===== config.mk =====
export PLATFORM = sky130hd
export DESIGN_NAME = puc_gate_sequencer
export DESIGN_NICKNAME = d
export VERILOG_FILES = /design/src/rtl/puc_gate_sequencer.sv
export SDC_FILE = /design/constraint.sdc
export NUM_CORES = 1
export LEC_CHECK = 0
export CAP_MARGIN = 40
export CORE_UTILIZATION = 57
export CTS_CLUSTER_SIZE = 30
export DETAILED_ROUTE_END_ITERATION = 6
export GPL_ROUTABILITY_DRIVEN = 0
export PLACE_DENSITY = 0.86
export REMOVE_ABC_BUFFERS = 1
export SYNTH_ARGS = -nofsm -noshare
export SYNTH_HDL_FRONTEND = slang
export SYNTH_SLANG_ARGS = --single-unit

===== constraint.sdc =====
create_clock -name i_clk -period 3.62 [get_ports i_clk]
set_clock_uncertainty 0.2 [all_clocks]
set_input_delay 0.724 -clock i_clk [delete_from_list [all_inputs] [get_ports i_clk]]
set_output_delay 0.724 -clock i_clk [all_outputs]
set_load 0.01 [all_outputs]

===== src/rtl/puc_gate_sequencer.sv =====
// One-hot switching-state request to gate pattern, with turn-on blanking and sticky fault.
// Sits between the modulator and the gate-driver pins; all outputs are registered.
module puc_gate_sequencer #(
    parameter int unsigned                N_STATES = 8,
    parameter int unsigned                N_SW     = 6,
    parameter int unsigned                DEADTIME = 4,
    parameter logic [N_STATES*N_SW-1:0]   TABLE    = 48'h55CC781CE8EA
) (
    input  logic                        i_clk,
    input  logic                        i_rst,
    input  logic                        i_en,
    input  logic [N_STATES-1:0]         i_state_sel,
    input  logic                        i_fault_clr,
    output logic [N_SW-1:0]             o_gate,
    output logic [$clog2(N_STATES)-1:0] o_state_idx,
    output logic                        o_dt_active,
    output logic                        o_fault
);

    localparam int unsigned IDX_W = $clog2(N_STATES);
    localparam int unsigned CNT_W = $clog2(DEADTIME + 1);
    localparam logic [CNT_W-1:0] CNT_LOAD = CNT_W'(DEADTIME - 1);

    typedef enum logic [1:0] {StIdle, StRun, StDead, StFault} state_e;

    state_e             r_state;
    logic [N_SW-1:0]    r_gate;
    logic [N_SW-1:0]    r_pend;
    logic [CNT_W-1:0]   r_cnt;
    logic [IDX_W-1:0]   r_state_idx;
    logic               r_dt_active;
    logic               r_fault;

    logic               w_valid;
    logic [IDX_W-1:0]   w_idx;
    logic [N_SW-1:0]    w_pat;

    // Request bit N_STATES-1 selects state 0.
    always_comb begin
        w_idx = '0;
        for (int b = 0; b < int'(N_STATES); b++) begin
            if (i_state_sel[b]) w_idx = IDX_W'(int'(N_STATES) - 1 - b);
        end
    end

    assign w_valid = $onehot(i_state_sel);
    assign w_pat   = TABLE[int'(w_idx) * int'(N_SW) +: N_SW];

    always_ff @(posedge i_clk or posedge i_rst) begin
        if (i_rst) begin
            r_state     <= StIdle;
            r_gate      <= '0;
            r_pend      <= '0;
            r_cnt       <= '0;
            r_state_idx <= '0;
            r_dt_active <= 1'b0;
            r_fault     <= 1'b0;
        end else if (r_state != StFault && i_en && !w_valid) begin
            r_state     <= StFault;
            r_gate      <= '0;
            r_fault     <= 1'b1;
            r_dt_active <= 1'b0;
        end else if (r_state != StFault && !i_en) begin
            r_state     <= StIdle;
            r_gate      <= '0;
            r_dt_active <= 1'b0;
        end else begin
            unique case (r_state)
                StIdle: begin
                    // First turn-on after idle is always blanked.
                    r_pend      <= w_pat;
                    r_cnt       <= CNT_LOAD;
                    r_gate      <= '0;
                    r_dt_active <= 1'b1;
                    r_state     <= StDead;
                end
                StRun: begin
                    if (w_pat == r_gate) begin
                        r_state <= StRun;
                    end else if ((w_pat & ~r_gate) == '0) begin
                        r_gate      <= w_pat;
                        r_state_idx <= w_idx;
                    end else begin
                        r_gate      <= r_gate & w_pat;
                        r_pend      <= w_pat;
                        r_cnt       <= CNT_LOAD;
                        r_dt_active <= 1'b1;
                        r_state     <= StDead;
                    end
                end
                StDead: begin
                    if (w_pat != r_pend) begin
                        // Retargeting only ever drops bits, so blanking restarts from here.
                        r_pend <= w_pat;
                        r_gate <= r_gate & w_pat;
                        r_cnt  <= CNT_LOAD;
                    end else if (r_cnt == '0) begin
                        r_gate      <= r_pend;
                        r_state_idx <= w_idx;
                        r_dt_active <= 1'b0;
                        r_state     <= StRun;
                    end else begin
                        r_cnt <= r_cnt - 1'b1;
                    end
                end
                StFault: begin
                    r_gate <= '0;
                    if (i_fault_clr && !i_en) begin
                        r_fault <= 1'b0;
                        r_state <= StIdle;
                    end
                end
                default: r_state <= StIdle;
            endcase
        end
    end

    assign o_gate      = r_gate;
    assign o_state_idx = r_state_idx;
    assign o_dt_active = r_dt_active;
    assign o_fault     = r_fault;

endmodule


Word-level counts from Yosys, hierarchy flattened
Index checks and enable logic that the tools add are counted.
{"block": "totals", "register_bits": 22, "elab_cells": 114, "input_bits": 12}
{"block": "classes", "n_mux": 48, "n_eq_ne": 22, "reduce_logical": 22, "n_addsub": 8, "n_shift": 1, "n_mul": 1, "bitwise": 5}
{"cell": "$mux 6", "n": 9}
{"cell": "$mux 3", "n": 16}
{"cell": "$shiftx 48x7->6 const A", "n": 1}
{"cell": "$pmux 6 s3", "n": 2}
{"cell": "$ne 4x4->1 const B", "n": 5}
{"cell": "$ne 2x2->1 const B", "n": 8}
{"cell": "$mux 2", "n": 7}
{"cell": "$and 6x6->6", "n": 2}
{"cell": "$reduce_and 6->1", "n": 2}
{"cell": "$mux 1", "n": 10}
{"cell": "$ne 5x5->1 const B", "n": 2}
{"cell": "$pmux 3 s3", "n": 1}
{"cell": "$add 1x1->2", "n": 4}
{"cell": "$pmux 2 s4", "n": 1}
{"cell": "$reduce_and 7->1", "n": 1}
{"cell": "$add 2x2->3", "n": 2}
{"cell": "$eq 6x6->1", "n": 1}
{"cell": "$logic_not 6->1", "n": 1}
{"cell": "$ne 6x6->1", "n": 1}
{"cell": "$not 6->6", "n": 1}
{"cell": "$pmux 3 s2", "n": 1}
{"cell": "$reduce_bool 2->1", "n": 3}
{"cell": "$mul 3x2->5 const B", "n": 1}
{"cell": "$reduce_and 5->1", "n": 1}
{"cell": "other kinds (18)", "n": 24}

Depth between registers and ports, before layout
{"block": "logic_depth", "depth_word": 17, "mapped_depth": 15, "mapped_depth_nobuf": 14}

Worst setup path after synthesis
Ideal clock, no wire load.
{"block": "synth_path", "kind": "input port to flip-flop", "start": "in i_state_sel[0]", "end": "reg r_pend[2]", "t_required_ns": 3.292, "n_path_buf": 0, "arrival_ns": 4.307, "path_slack_ns": -1.014, "setup_time_ns": 0.128, "stages": 14, "path_cell_list": "fa_1 > inv_1 > fa_1 > fa_1 > inv_1 > ha_1 > inv_1 > fa_1 > a211oi_1 > mux2i_1 > or2_2 > or3_1 > nor2_4 > mux2_1"}
{"block": "synth_between", "elab_chain_len": 14, "word_cells_on_any_way": 29, "cone_classes": "add/sub: 3; mul: 1; eq/ne: 6; shift: 1; mux: 12; bitwise: 2; reduce/logical: 4"}
{"element": "start: declaration", "line": "12", "rtl": "input logic [N_STATES-1:0] i_state_sel,"}
{"element": "$mux 3 (8 in a row)", "line": "42", "rtl": "if (i_state_sel[b]) w_idx = IDX_W'(int'(N_STATES) - 1 - b);"}
{"element": "$mul 3x2->5", "line": "47", "rtl": "assign w_pat = TABLE[int'(w_idx) * int'(N_SW) +: N_SW];"}
{"element": "$shiftx 48x7->6", "line": "47"}
{"element": "$and 6x6->6", "line": "80", "rtl": "end else if ((w_pat & ~r_gate) == '0) begin"}
{"element": "$logic_not 6->1", "line": "80"}
{"element": "$ne 2x2->1 (no line)"}
{"element": "$reduce_and 6->1 (no line)"}
{"element": "end signal: assignment", "line": "71", "rtl": "r_pend <= w_pat;"}
{"element": "end signal: assignment", "line": "85", "rtl": "r_pend <= w_pat;"}
{"element": "end signal: assignment", "line": "94", "rtl": "r_pend <= w_pat;"}
{"element": "end: declaration", "line": "28", "rtl": "logic [N_SW-1:0] r_pend;"}
Several ways; a longest one is shown, not always the timed one. The select of a mux whose other input is x is not followed.
A chain may end at the register's enable or synchronous reset.

Final worst setup path
{"block": "layout_path", "start": "in i_state_sel[0]", "end": "reg r_state_idx[2] (netlist: o_state_idx[2])"}
{"block": "layout_between", "elab_chain_len": 14, "word_cells_on_any_way": 30, "cone_classes": "add/sub: 3; mul: 1; eq/ne: 6; shift: 1; mux: 13; bitwise: 2; reduce/logical: 4"}
{"element": "$mux 3 (8 in a row)", "line": "42"}
{"element": "$mul 3x2->5", "line": "47"}
{"element": "$shiftx 48x7->6", "line": "47"}
{"element": "$and 6x6->6", "line": "80"}
{"element": "$logic_not 6->1", "line": "80"}
{"element": "$ne 2x2->1 (no line)"}
{"element": "$reduce_and 7->1 (no line)"}
{"element": "end signal: assignment", "line": "82", "rtl": "r_state_idx <= w_idx;"}
{"element": "end signal: assignment", "line": "99", "rtl": "r_state_idx <= w_idx;"}
{"element": "end: declaration", "line": "30", "rtl": "logic [IDX_W-1:0] r_state_idx;"}
Several ways; a longest one is shown, not always the timed one. The select of a mux whose other input is x is not followed.

==> impl_metrics.ini <==
[run_status]
status = finished, violations left
failed_checks = negative setup slack

[worst_setup_path]
critPathMaxFanout = 3
critPathArrivalTime_ps = 4630
r2r_slack_ps = 1020
crit_path_start_kind = input pin
path_class = in -> reg
r2r_start = o_gate[2]
critPathRequiredTime_ps = 3650
r2r_cells = 9
worst_setup_path_end_kind = register
worstReg2RegEnd = r_state[0]

[grt]
antenna_found_initial = 0
grt_pass1_vias = 2084
grt_pass1_wl_um = 9630
grt_usage = 0.360
grt_start_max_net_pins = 15
gr-total-overflow = 0

[synthesis]
syn_avg_cell_area_um2 = 9.19
seq_area_frac_synth = 0.280
synth_cell_types = 54
async_flop_share = 1.00
synth_area_um2 = 1970
synthFlopType = dfrtp_1
synth_edf_count = 0
postSynthCellCount = 214
synth_seq_cells = 22
yosysWarnings = 0

[route]
finalWirelength_um = 6660
ant_nets = 0
drt_drc_violations_left = 0
vias = 2131
via_per_inst = 6.44
wl_per_cell_um = 20.1
dr.first_iter.drc_count = 184
dr.pass1.iters = 4

[die]
dieHeight_um = 60.7
coreArea_um2 = 3150
die_w_um = 60.7
rows = 20
start_util = 0.623
die_area_um2 = 3690
ios = 23

[clocking]
htreeDepth = 1
numCtsBuffers = 3
cts.clk_slew.worst_paths_ps = 140
cts_root_buf = clkbuf_4
clkSinkCount = 22
insertion_delay_ps = 330
cts_tree = yes
cts_hold_buf = 0
clockBufferDepth = 2

[finish]
regArea_um2 = 551
fillCellCount = 126
fin_nets = 325
diodes = 0
multi_input_area_um2 = 1450
final_common_cell = buf_4
drive_above_1_share = 0.387
area.growth.synth_to_final_pct = 45.2
layout_common_cells = buf_4, inv_1, dfrtp_1

[timing]
fmax_mhz = 218
timing.final.hold_violations = 0
slew_headroom = 0.602
final.period_utilization = 1.27
fin_setup_tns_ps = -17100
rsz0062_at_grt = yes
setup_ws_ps = -977
worstMarginPinSlew_ps = 595
slew_violations = 0
finalSetupViolCount = 22
whs_ps = 340
period_needed_ps = 4600

[min_path]
hold_end = o_state_idx[0]
holdPathStages = 1
worst_hold_startpoint = o_state_idx[0]
worstHoldPathType = reg -> reg

[placement]
hpwl_um = 4010
io_buffers = 22

[power]
ir_drop_uv = 399
power.density_nw_per_um2 = 556
leakagePower_nw = 1.24

[flow_run]
maxCapViolations = 0
## per-stage QoR
| step | power, mW | instance area (µm²) | utilization | cells | setup slack, ps |
|---|---|---|---|---|---|
| final | 1.59 | 2850 | 0.905 | 331 | -977 |
| after global routing | 1.65 | 2850 | 0.905 | 331 | -1150 |
| after CTS | 1.44 | 2730 | 0.866 | 329 | -837 |
| after detailed placement | 1.13 | 2550 | 0.810 | 319 | -1650 |
| after global placement | 1.10 | 2540 | 0.806 | 318 | -1530 |
| after floorplan | 0.819 | 1950 | - | 210 | -1010 |
## metal layers
metal	up-vias	GRT usage	wire, µm
met5	-	0	0
met4	0	0.208	461
met3	51	0.0597	447
met2	141	0.633	3300
met1	1016	0.413	2450
li1	923	-	-
## final cells by class
class | instances | area share
clock buffers | 3 | 0.00789
clock inverters | 1 | 0.0105
inverters | 27 | 0.0355
multi-input cells | 161 | 0.506
flip-flops and latches | 22 | 0.193
well taps | 44 | 0.0193
repair buffers | 73 | 0.228
## sequential cells by signal (all words and copies together) (netlist names)
| register | count |
|---|---|
| o_dt_active | 1 |
| o_fault | 1 |
| o_gate | 6 |
| o_state_idx | 3 |
| r_cnt | 3 |
| r_pend | 6 |
| r_state | 2 |
## power breakdown
group          leakage, nW  total [mW]  internal, mW  switching, mW
Combinational        0.941        1.00         0.457          0.546
Sequential           0.274       0.385         0.306         0.0790
Clock               0.0279       0.198         0.112         0.0863
## critical path, cell delays in order
cell	delay (ps)
buf_6	100
fa_1	540
inv_2	50
fa_1	520
fa_1	440
inv_2	90
ha_4	130
inv_2	40
fa_2	340
a211oi_2	240
mux2i_1	190
buf_4	180
o31a_1	360
a211oi_4	360
mux2_4	330
## Yosys cell counts, types with 2 or more instances
cell type,number,area share
a211oi_1,3,0.011
o31a_1,2,0.0089
dfrtp_1,22,0.28
nor3_1,5,0.013
fa_1,4,0.041
a21oi_1,17,0.043
nand3_1,3,0.0076
nor4_1,4,0.013
nor2b_1,3,0.0095
mux2i_2,2,0.014
mux2_4,3,0.023
mux2_2,3,0.017
mux2i_1,2,0.010
or2_2,2,0.0064
ha_1,21,0.13
nand4_2,2,0.013
o31ai_1,2,0.0076
nand2b_1,8,0.025
o21ai_0,6,0.015
a311oi_1,4,0.018
nand2_1,19,0.036
clkbuf_1,2,0.0038
mux2_1,2,0.011
o211ai_1,2,0.0076
nor2_1,12,0.023
inv_1,26,0.050
a31oi_1,6,0.019
## repair_timing
action                     4_1_cts  5_1_grt
pin swaps                       14       13
setup endpoints to repair       22       22
setup buffers                    7        4
gates resized for setup         36       27
## how the worst max path moves through the flow
stage | endpoint | depth (start not counted) | from | slack (ps)
6_report | o_state_idx[2] | 15 | i_state_sel[0] | -980
5_1_grt | o_state_idx[0] | 15 | i_state_sel[1] | -1150
4_1_cts | r_pend[2] | 15 | i_state_sel[3] | -840
3_5_place_dp | r_pend[2] | 15 | i_state_sel[0] | -1650
3_3_place_gp | r_pend[2] | 15 | i_state_sel[0] | -1530
2_1_floorplan | r_pend[2] | 14 | i_state_sel[0] | -1010
## cells by family (layout without fill, tap and decap cells)
group,after synthesis,count (layout),share of synthesized area
fa+ha+maj,25,25,0.174
buf+inv,31,104,0.0598
flops,22,22,0.280
mux,13,13,0.0872
compound gates,56,56,0.209
simple gates,67,67,0.190
Note: power is estimated with default switching activity, not from simulation.
